$ cat src/rtl/memory_arbiter.sv
// memory_arbiter
//   Arbitrates a single-port RAM between an instruction-fetch port and a
//   data port. Data requests win over fetches. A granted request holds the
//   RAM strobes until ramstate reports ACCESS, and then the block gives a
//   one-cycle hit pulse. If the request is dropped before ACCESS, the grant
//   is abandoned without a hit. If the RAM reports ERROR, or the wait passes
//   TIMEOUT cycles, the block locks into a sticky fault state that only RST
//   clears.
//
// Ports
//   CLK, RST            rising-edge clock, synchronous active-high reset
//   iREN, iaddr         fetch request and address
//   iload, ihit         registered fetched word, one-cycle fetch-done pulse
//   dREN, dWEN          data read / write requests (both high counts as a write)
//   daddr, dstore       data address and write data
//   dload, dhit         registered read word, one-cycle data-done pulse
//   ramREN, ramWEN      RAM strobes
//   ramaddr, ramstore   RAM address and write data
//   ramload, ramstate   RAM read data and status (FREE/BUSY/ACCESS/ERROR)
//   fault               sticky error flag
module memory_arbiter #(
  parameter int TIMEOUT = 255
) (
  input  logic        CLK,
  input  logic        RST,
  input  logic        iREN,
  input  logic [31:0] iaddr,
  output logic [31:0] iload,
  output logic        ihit,
  input  logic        dREN,
  input  logic        dWEN,
  input  logic [31:0] daddr,
  input  logic [31:0] dstore,
  output logic [31:0] dload,
  output logic        dhit,
  output logic        ramREN,
  output logic        ramWEN,
  output logic [31:0] ramaddr,
  output logic [31:0] ramstore,
  input  logic [31:0] ramload,
  input  logic [1:0]  ramstate,
  output logic        fault
);

  // state | meaning
  // IDLE  | no grant; ramstate ignored
  // IREQ  | fetch granted, strobing RAM until ACCESS
  // DREQ  | data access granted, strobing RAM until ACCESS
  // RESP  | one-cycle hit for the completed request
  // ERR   | RAM error or timeout; locked until RST
  typedef enum logic [2:0] {IDLE, IREQ, DREQ, RESP, ERR} state_t;

  localparam logic [1:0] RS_ACCESS = 2'b10;
  localparam logic [1:0] RS_ERROR  = 2'b11;
  localparam logic [7:0] TMO       = 8'(TIMEOUT);

  state_t     state, state_nxt;
  logic       resp_d;   // the grant in flight is a data request
  logic [7:0] wcnt;
  logic       access;
  logic       stall_fail;

  assign access     = (ramstate == RS_ACCESS);
  // Evaluated only after ACCESS and abort have been ruled out.
  assign stall_fail = (ramstate == RS_ERROR) || (wcnt == TMO);

  always_comb begin
    state_nxt = state;
    ramREN    = 1'b0;
    ramWEN    = 1'b0;
    ramaddr   = '0;
    ramstore  = '0;
    case (state)
      IDLE: begin
        if (dREN || dWEN)
          state_nxt = DREQ;
        else if (iREN)
          state_nxt = IREQ;
      end
      IREQ: begin
        ramREN  = 1'b1;
        ramaddr = iaddr;
        if (access)
          state_nxt = RESP;
        else if (!iREN)
          state_nxt = IDLE;
        else if (stall_fail)
          state_nxt = ERR;
      end
      DREQ: begin
        ramREN   = dREN & ~dWEN;
        ramWEN   = dWEN;
        ramaddr  = daddr;
        ramstore = dstore;
        if (access)
          state_nxt = RESP;
        else if (!dREN && !dWEN)
          state_nxt = IDLE;
        else if (stall_fail)
          state_nxt = ERR;
      end
      RESP:    state_nxt = IDLE;
      ERR:     state_nxt = ERR;
      default: state_nxt = IDLE;
    endcase
  end

  always_ff @(posedge CLK) begin
    if (RST) begin
      state  <= IDLE;
      resp_d <= 1'b0;
      wcnt   <= '0;
      iload  <= '0;
      dload  <= '0;
      fault  <= 1'b0;
    end else begin
      state <= state_nxt;
      // Latch which port is being granted so RESP knows which hit to raise.
      if (state == IDLE)
        resp_d <= dREN | dWEN;
      // Counter is held at zero outside the request states so every grant
      // starts from zero; it saturates instead of wrapping.
      if (state == IREQ || state == DREQ) begin
        if (!access && wcnt != 8'hFF)
          wcnt <= wcnt + 8'd1;
      end else begin
        wcnt <= '0;
      end
      if (state == IREQ && access)
        iload <= ramload;
      if (state == DREQ && access && dREN && !dWEN)
        dload <= ramload;
      if (state_nxt == ERR)
        fault <= 1'b1;
    end
  end

  assign ihit = (state == RESP) && !resp_d;
  assign dhit = (state == RESP) &&  resp_d;

endmodule

$ cat config.mk
export PLATFORM = sky130hd
export DESIGN_NAME = memory_arbiter
export DESIGN_NICKNAME = d
export VERILOG_FILES = /design/src/rtl/memory_arbiter.sv
export SDC_FILE = /design/constraint.sdc
export NUM_CORES = 1
export LEC_CHECK = 0
export ABC_AREA = 1
export CAP_MARGIN = 25
export CORE_MARGIN = 2
export CORE_UTILIZATION = 35
export CTS_CLUSTER_DIAMETER = 120
export DETAILED_ROUTE_END_ITERATION = 7
export PLACE_DENSITY_LB_ADDON = 0.3
export SYNTH_ARGS = -nofsm -noshare
export SYNTH_HDL_FRONTEND = slang
export SYNTH_SLANG_ARGS = --single-unit
export TNS_END_PERCENT = 50
$ cat constraint.sdc
create_clock -name CLK -period 1.75 [get_ports CLK]
set_input_delay 0.2625 -clock CLK [delete_from_list [all_inputs] [get_ports CLK]]
set_output_delay 0.2625 -clock CLK [all_outputs]
set_load 0.01 [all_outputs]
# --- Word level (Yosys, flattened, before mapping) ---
# Cells that the tools add are included.
classes:
  addsub: 1
  muxes: 12
  n_eq_ne: 9
  n_reduce_logical: 17
  bitwise: 4
ops:
  columns: ["cell", "n"]
  rows:
  - ["one-hot mux 32 bit (2 select lines)", 1]
  - ["2-to-1 mux 32 bit", 1]
  - ["2-to-1 mux 3 bit", 7]
  - ["one-hot mux 3 bit (4 select lines)", 1]
  - ["adder 8 x 1 -> 8 bit (second input constant)", 1]
  - ["equality test 8 bit (second input constant)", 1]
  - ["logical AND 1 bit", 8]
  - ["!= test 8 bit (second input constant)", 1]
  - ["equality test 3 x 2 -> 1 bit (second input constant)", 2]
  - ["equality test 3 bit (second input constant)", 2]
  - ["equality test 2 bit (second input constant)", 2]
  - ["zero test 1 bit", 4]
  - ["equality test 3 x 1 -> 1 bit (second input constant)", 1]
  - ["zero test 3 bit", 1]
  - ["logical OR 1 bit", 3]
  - ["NOT 1 bit", 2]
  - ["one-hot mux 1 bit (2 select lines)", 1]
  - ["OR reduction 2 bit", 1]
  - ["AND 1 bit", 1]
  - ["2-to-1 mux 1 bit", 1]
  - ["OR 1 bit", 1]
word_totals:
  word_cells: 49
  regBits: 77

# --- Logic depth before layout (Yosys ltp) ---
logic_depth:
  depth_word: 7
  mapped_depth: 9
  mapped_depth_nobuf: 9

# --- Least setup slack after synthesis ---
# No wires, ideal clock.
synth_timing:
  path_type: "reg-to-output"
  from: "reg state[0]"
  to: "out ramaddr[11]"
  n_path_buf: 2
  path_slack_ps: 374
  arrival_ps: 1114
  path_stages_with_launch: 7
  t_required_ps: 1487
  cell_sequence: "dfxtp_1 inv_2 nand3_4 inv_2 buf_6 buf_6 a22o_1"
synth_between:
  elab_chain_cells: 2
  elab_cells_between_ends: 3
  cone_classes: "eq/ne: 2; mux: 1"
synth_rtl:
  columns: ["item", "line", "rtl"]
  rows:
  - ["start: declaration", "57", "state_t state, state_nxt;"]
  - ["start signal: assignment", "117", "state <= state_nxt;"]
  - ["equality test 3 x 2 -> 1 bit or equality test 3 x 1 -> 1 bit (tied branches)", "73", "case (state)"]
  - ["one-hot mux 32 bit (2 select lines) *", "73", null]
  - ["end: declaration", "38", "output logic [31:0] ramaddr,"]
# Every way passes the cells marked *; elsewhere a longest branch is shown, timed or not.

# --- Worst setup path in the final report ---
layout_timing:
  from: "reg state[2]"
  to: "out ramaddr[3]"
# The elaborated chain is that of the path after synthesis.

==> results.sh <==
export IMPL_status="finished with violations"
export IMPL_path_buf_inv=6
export IMPL_place_inst=908
export IMPL_drt_wl_total_um=16500
export IMPL_syn_inst=520
export IMPL_final_antenna_net_count=0
export IMPL_rsz0062_at_grt="true"
export IMPL_p_switching_mw=1.35
export IMPL_clkPwrFrac=0.331
export IMPL_synthAdderAreaFrac=0.00331
export IMPL_routed_via_density=5.03
export IMPL_start_util=0.363
export IMPL_yosys_warnings=0
export IMPL_dp_slack_ns=-0.189
export IMPL_worstSetupPathDepth=8
export IMPL_clkSinkCount=77
export IMPL_setup_tns_ns=-1.03
export IMPL_numCtsBuffers=9
export IMPL_end_kind="output pin"
export IMPL_synthXorXnorAreaFrac=0.00696
export IMPL_ios=268
export IMPL_track_usage=0.267
export IMPL_leakagePower_nw=3.10
export IMPL_final_cell_mix="199 x clkdlybuf4s50_1, 101 x nor2_1, 81 x nand2_1"
export IMPL_grt_pass1_vias=4609
export IMPL_r2r_slack_ns=0.03
export IMPL_ir_worst_vdd_v=0.000638
export IMPL_vias=4725
export IMPL_drv_slew=0
export IMPL_drt_iter0_drc=299
export IMPL_wl_per_cell_um=17.5
export IMPL_final_cells=940
export IMPL_ys_ff_latch=77
export IMPL_antenna_found_initial=0
export IMPL_globalRoute_busiestLayer="met2"
export IMPL_slowest_delay_ns=0.36
export IMPL_failed_checks="negative setup slack"
export IMPL_powerDensity_mw_per_mm2=702
export IMPL_drcViolationCount=0
export IMPL_fin_crit_ns=1.87
export IMPL_portBuffers=267
export IMPL_die_y_um=108
export IMPL_min_delay_start="fault"
export IMPL_n_fill_cell=889
export IMPL_finalHoldViolCount=0
export IMPL_worstPathRequired_ns=1.49
export IMPL_finalNetCount=935
export IMPL_r2r_end="dload[22]"
export IMPL_cts_tree="built"
export IMPL_synthSimpleGateAreaFrac=0.294
export IMPL_insertion_delay_ns=0.35
export IMPL_cts_buffer_depth=2
export IMPL_dieWidth_um=108
export IMPL_gr_usage_met1=0.306
export IMPL_place_congestion=0.912
export IMPL_synth_top_family_by_area="simple AND/OR/NAND/NOR gates"
export IMPL_hold_path_class="reg -> reg"
export IMPL_cp_startpoint="state[2]"
export IMPL_row_count=37
export IMPL_regToRegStartpoint="state[2]"
export IMPL_reg2regPathDepth=9
export IMPL_netlist_area_mm2=0.00378
export IMPL_finalClockSkew_ns=0.0122
export IMPL_setup_ws_ns=-0.124
export IMPL_maxCapViolCount=0
export IMPL_slowest_stage="dfxtp_2"
export IMPL_areaGrowthSynthToFinish_pct=84.3
export IMPL_netlist_cell_type_count=27
export IMPL_grt_overflow_total=0
export IMPL_final_util=0.668
export IMPL_dr_pass1_iters=5
export IMPL_crit_path_max_fanout=7
export IMPL_layout_commonest_cell="clkdlybuf4s50_1"
export IMPL_cts_clk_slew_worst_paths_ns=0.09
export IMPL_fmax_ghz=0.534
export IMPL_syn_avg_cell_area_um2=7.26
export IMPL_yosysSeqAreaShare=0.408
export IMPL_syn_num_nets=656
export IMPL_swShare=0.276
export IMPL_slew_headroom=0.715
export IMPL_synth_mux_area_fraction=0
export IMPL_tightest_slew_ns=0.427
export IMPL_criticalPathCategory="reg -> out"
export IMPL_p_int_mw=3.54
export IMPL_crit_end="ramaddr[3]"
export IMPL_die_area_mm2=0.0116
export IMPL_synth_compound_area_frac=0.173
export IMPL_cts_hold_buffers=0
export IMPL_crit_path_start_kind="flop"
export IMPL_power_frac_seq=0.372
export IMPL_grt_start_max_net_pins=37
export IMPL_combPwrFrac=0.298
export IMPL_dpl_hpwl_um=12000
export IMPL_cp_top_family="buffers and inverters"
export IMPL_crit_path_cell_trace="inv_4 -> nand3_4 -> buf_12 -> inv_16 -> buf_16 -> buf_4 -> a22o_1 -> buf_2"
export IMPL_grt_use_met3=0.0726
export IMPL_n_antenna_cell=0
export IMPL_crit_arrival_ns=1.61
export IMPL_use_met2=0.475
export IMPL_cts_max_level=3
export IMPL_post_route_period_util=1.07
export IMPL_core_mm2=0.0104
export IMPL_cts_root_buf="clkbuf_8"
export IMPL_drive_above_1_share=0.178
export IMPL_grt_pass1_wl_um=24100
export IMPL_finalSetupViolCount=18
stage by stage:
stage          area [µm²]  hold WS (ns)  power [mW]
2_1_floorplan        3780         0.391        2.39
3_3_place_gp         6620         0.446        3.20
3_5_place_dp         6620         0.453        3.22
4_1_cts              6960         0.466        4.81
5_1_grt              6960         0.480        5.05
6_report             6960         0.462        4.89
power groups by stage:
| stage | clock [mW] | combinational (mW) | sequential [mW] |
|---|---|---|---|
| after CTS | 1.62 | 1.38 | 1.82 |
| after global routing | 1.70 | 1.53 | 1.82 |
| final | 1.62 | 1.46 | 1.82 |
| after global placement | 0 | 1.35 | 1.85 |
| after detailed placement | 0 | 1.37 | 1.85 |
| after floorplan | 0 | 0.522 | 1.86 |
sequential cells by signal, summed over array words and instances (netlist names):
| signal | count |
|---|---|
| dload | 32 |
| iload | 32 |
| wcnt | 8 |
| state | 3 |
| fault | 1 |
| resp_d | 1 |
how the worst min path moves through the flow:
stage | slack [ns] | cells after the start | to
6_report | 0.46 | 2 | fault
5_1_grt | 0.48 | 2 | fault
4_1_cts | 0.47 | 2 | dload[31]
3_5_place_dp | 0.45 | 2 | dload[31]
3_3_place_gp | 0.45 | 2 | dload[14]
2_1_floorplan | 0.39 | 2 | iload[11]
synthesized netlist by cell type:
cell	count	share of area
inv_2	6	0.0060
a211oi_1	1	0.0020
nor2_4	1	0.0030
inv_4	1	0.0017
buf_2	6	0.0079
buf_6	12	0.036
nor2_1	104	0.10
nor2_8	1	0.0053
inv_1	45	0.045
clkbuf_1	11	0.011
buf_1	4	0.0040
nand3b_1	3	0.0060
buf_4	2	0.0040
nand3_2	2	0.0053
ha_1	1	0.0033
o21ai_0	19	0.025
o21ai_1	14	0.019
xor2_1	3	0.0070
dfxtp_1	77	0.41
nand4_1	33	0.055
nand3_1	6	0.0079
nor2_2	13	0.022
nand2_1	81	0.080
nand2_2	1	0.0017
a22o_1	32	0.074
nand3_4	1	0.0046
a21oi_1	40	0.053
layer usage:
metal | wire length (µm) | vias to the layer above
li1 | - | 2272
met1 | 6360 | 2215
met2 | 8340 | 210
met3 | 1420 | 28
met4 | 336 | 0
met5 | 0 | -
area by class of cell:
| class | instances | area (µm²) | area share |
|---|---|---|---|
| Inverter | 52 | 221 | 0.0318 |
| Clock buffer | 13 | 179 | 0.0257 |
| Clock inverter | 3 | 65.1 | 0.00935 |
| Sequential cell | 77 | 1550 | 0.223 |
| Tap cell | 136 | 170 | 0.0244 |
| Timing Repair Buffer | 303 | 2930 | 0.421 |
| Multi-Input combinational cell | 356 | 1840 | 0.265 |
repair_timing:
action / CTS / global route
hold endpoints to repair: 0 / 0
setup buffers: 5 / 6
resized for setup: 134 / 124
gates cloned: 4 / 1
pin swaps: 6 / 23
endpoints found under the setup margin: 68 / 87
cell families after synthesis:
family,after synthesis
AOI/OAI and AO/OA,106
xor gates and xnor gates,3
adders and majority gates,1
buffers and inverters,87
DFF,77
and+or+nand+nor,246
worst reg2reg max path: stages (launching register included):
cell and delay (ns):
dfxtp_2 0.34, inv_4 0.08, nand3_4 0.09, buf_12 0.14, inv_16 0.08, buf_4 0.34, nand3_2 0.16, buf_12 0.20
nand2_1 0.08, a21oi_1 0.08
Power figures use the tool's default switching activity.
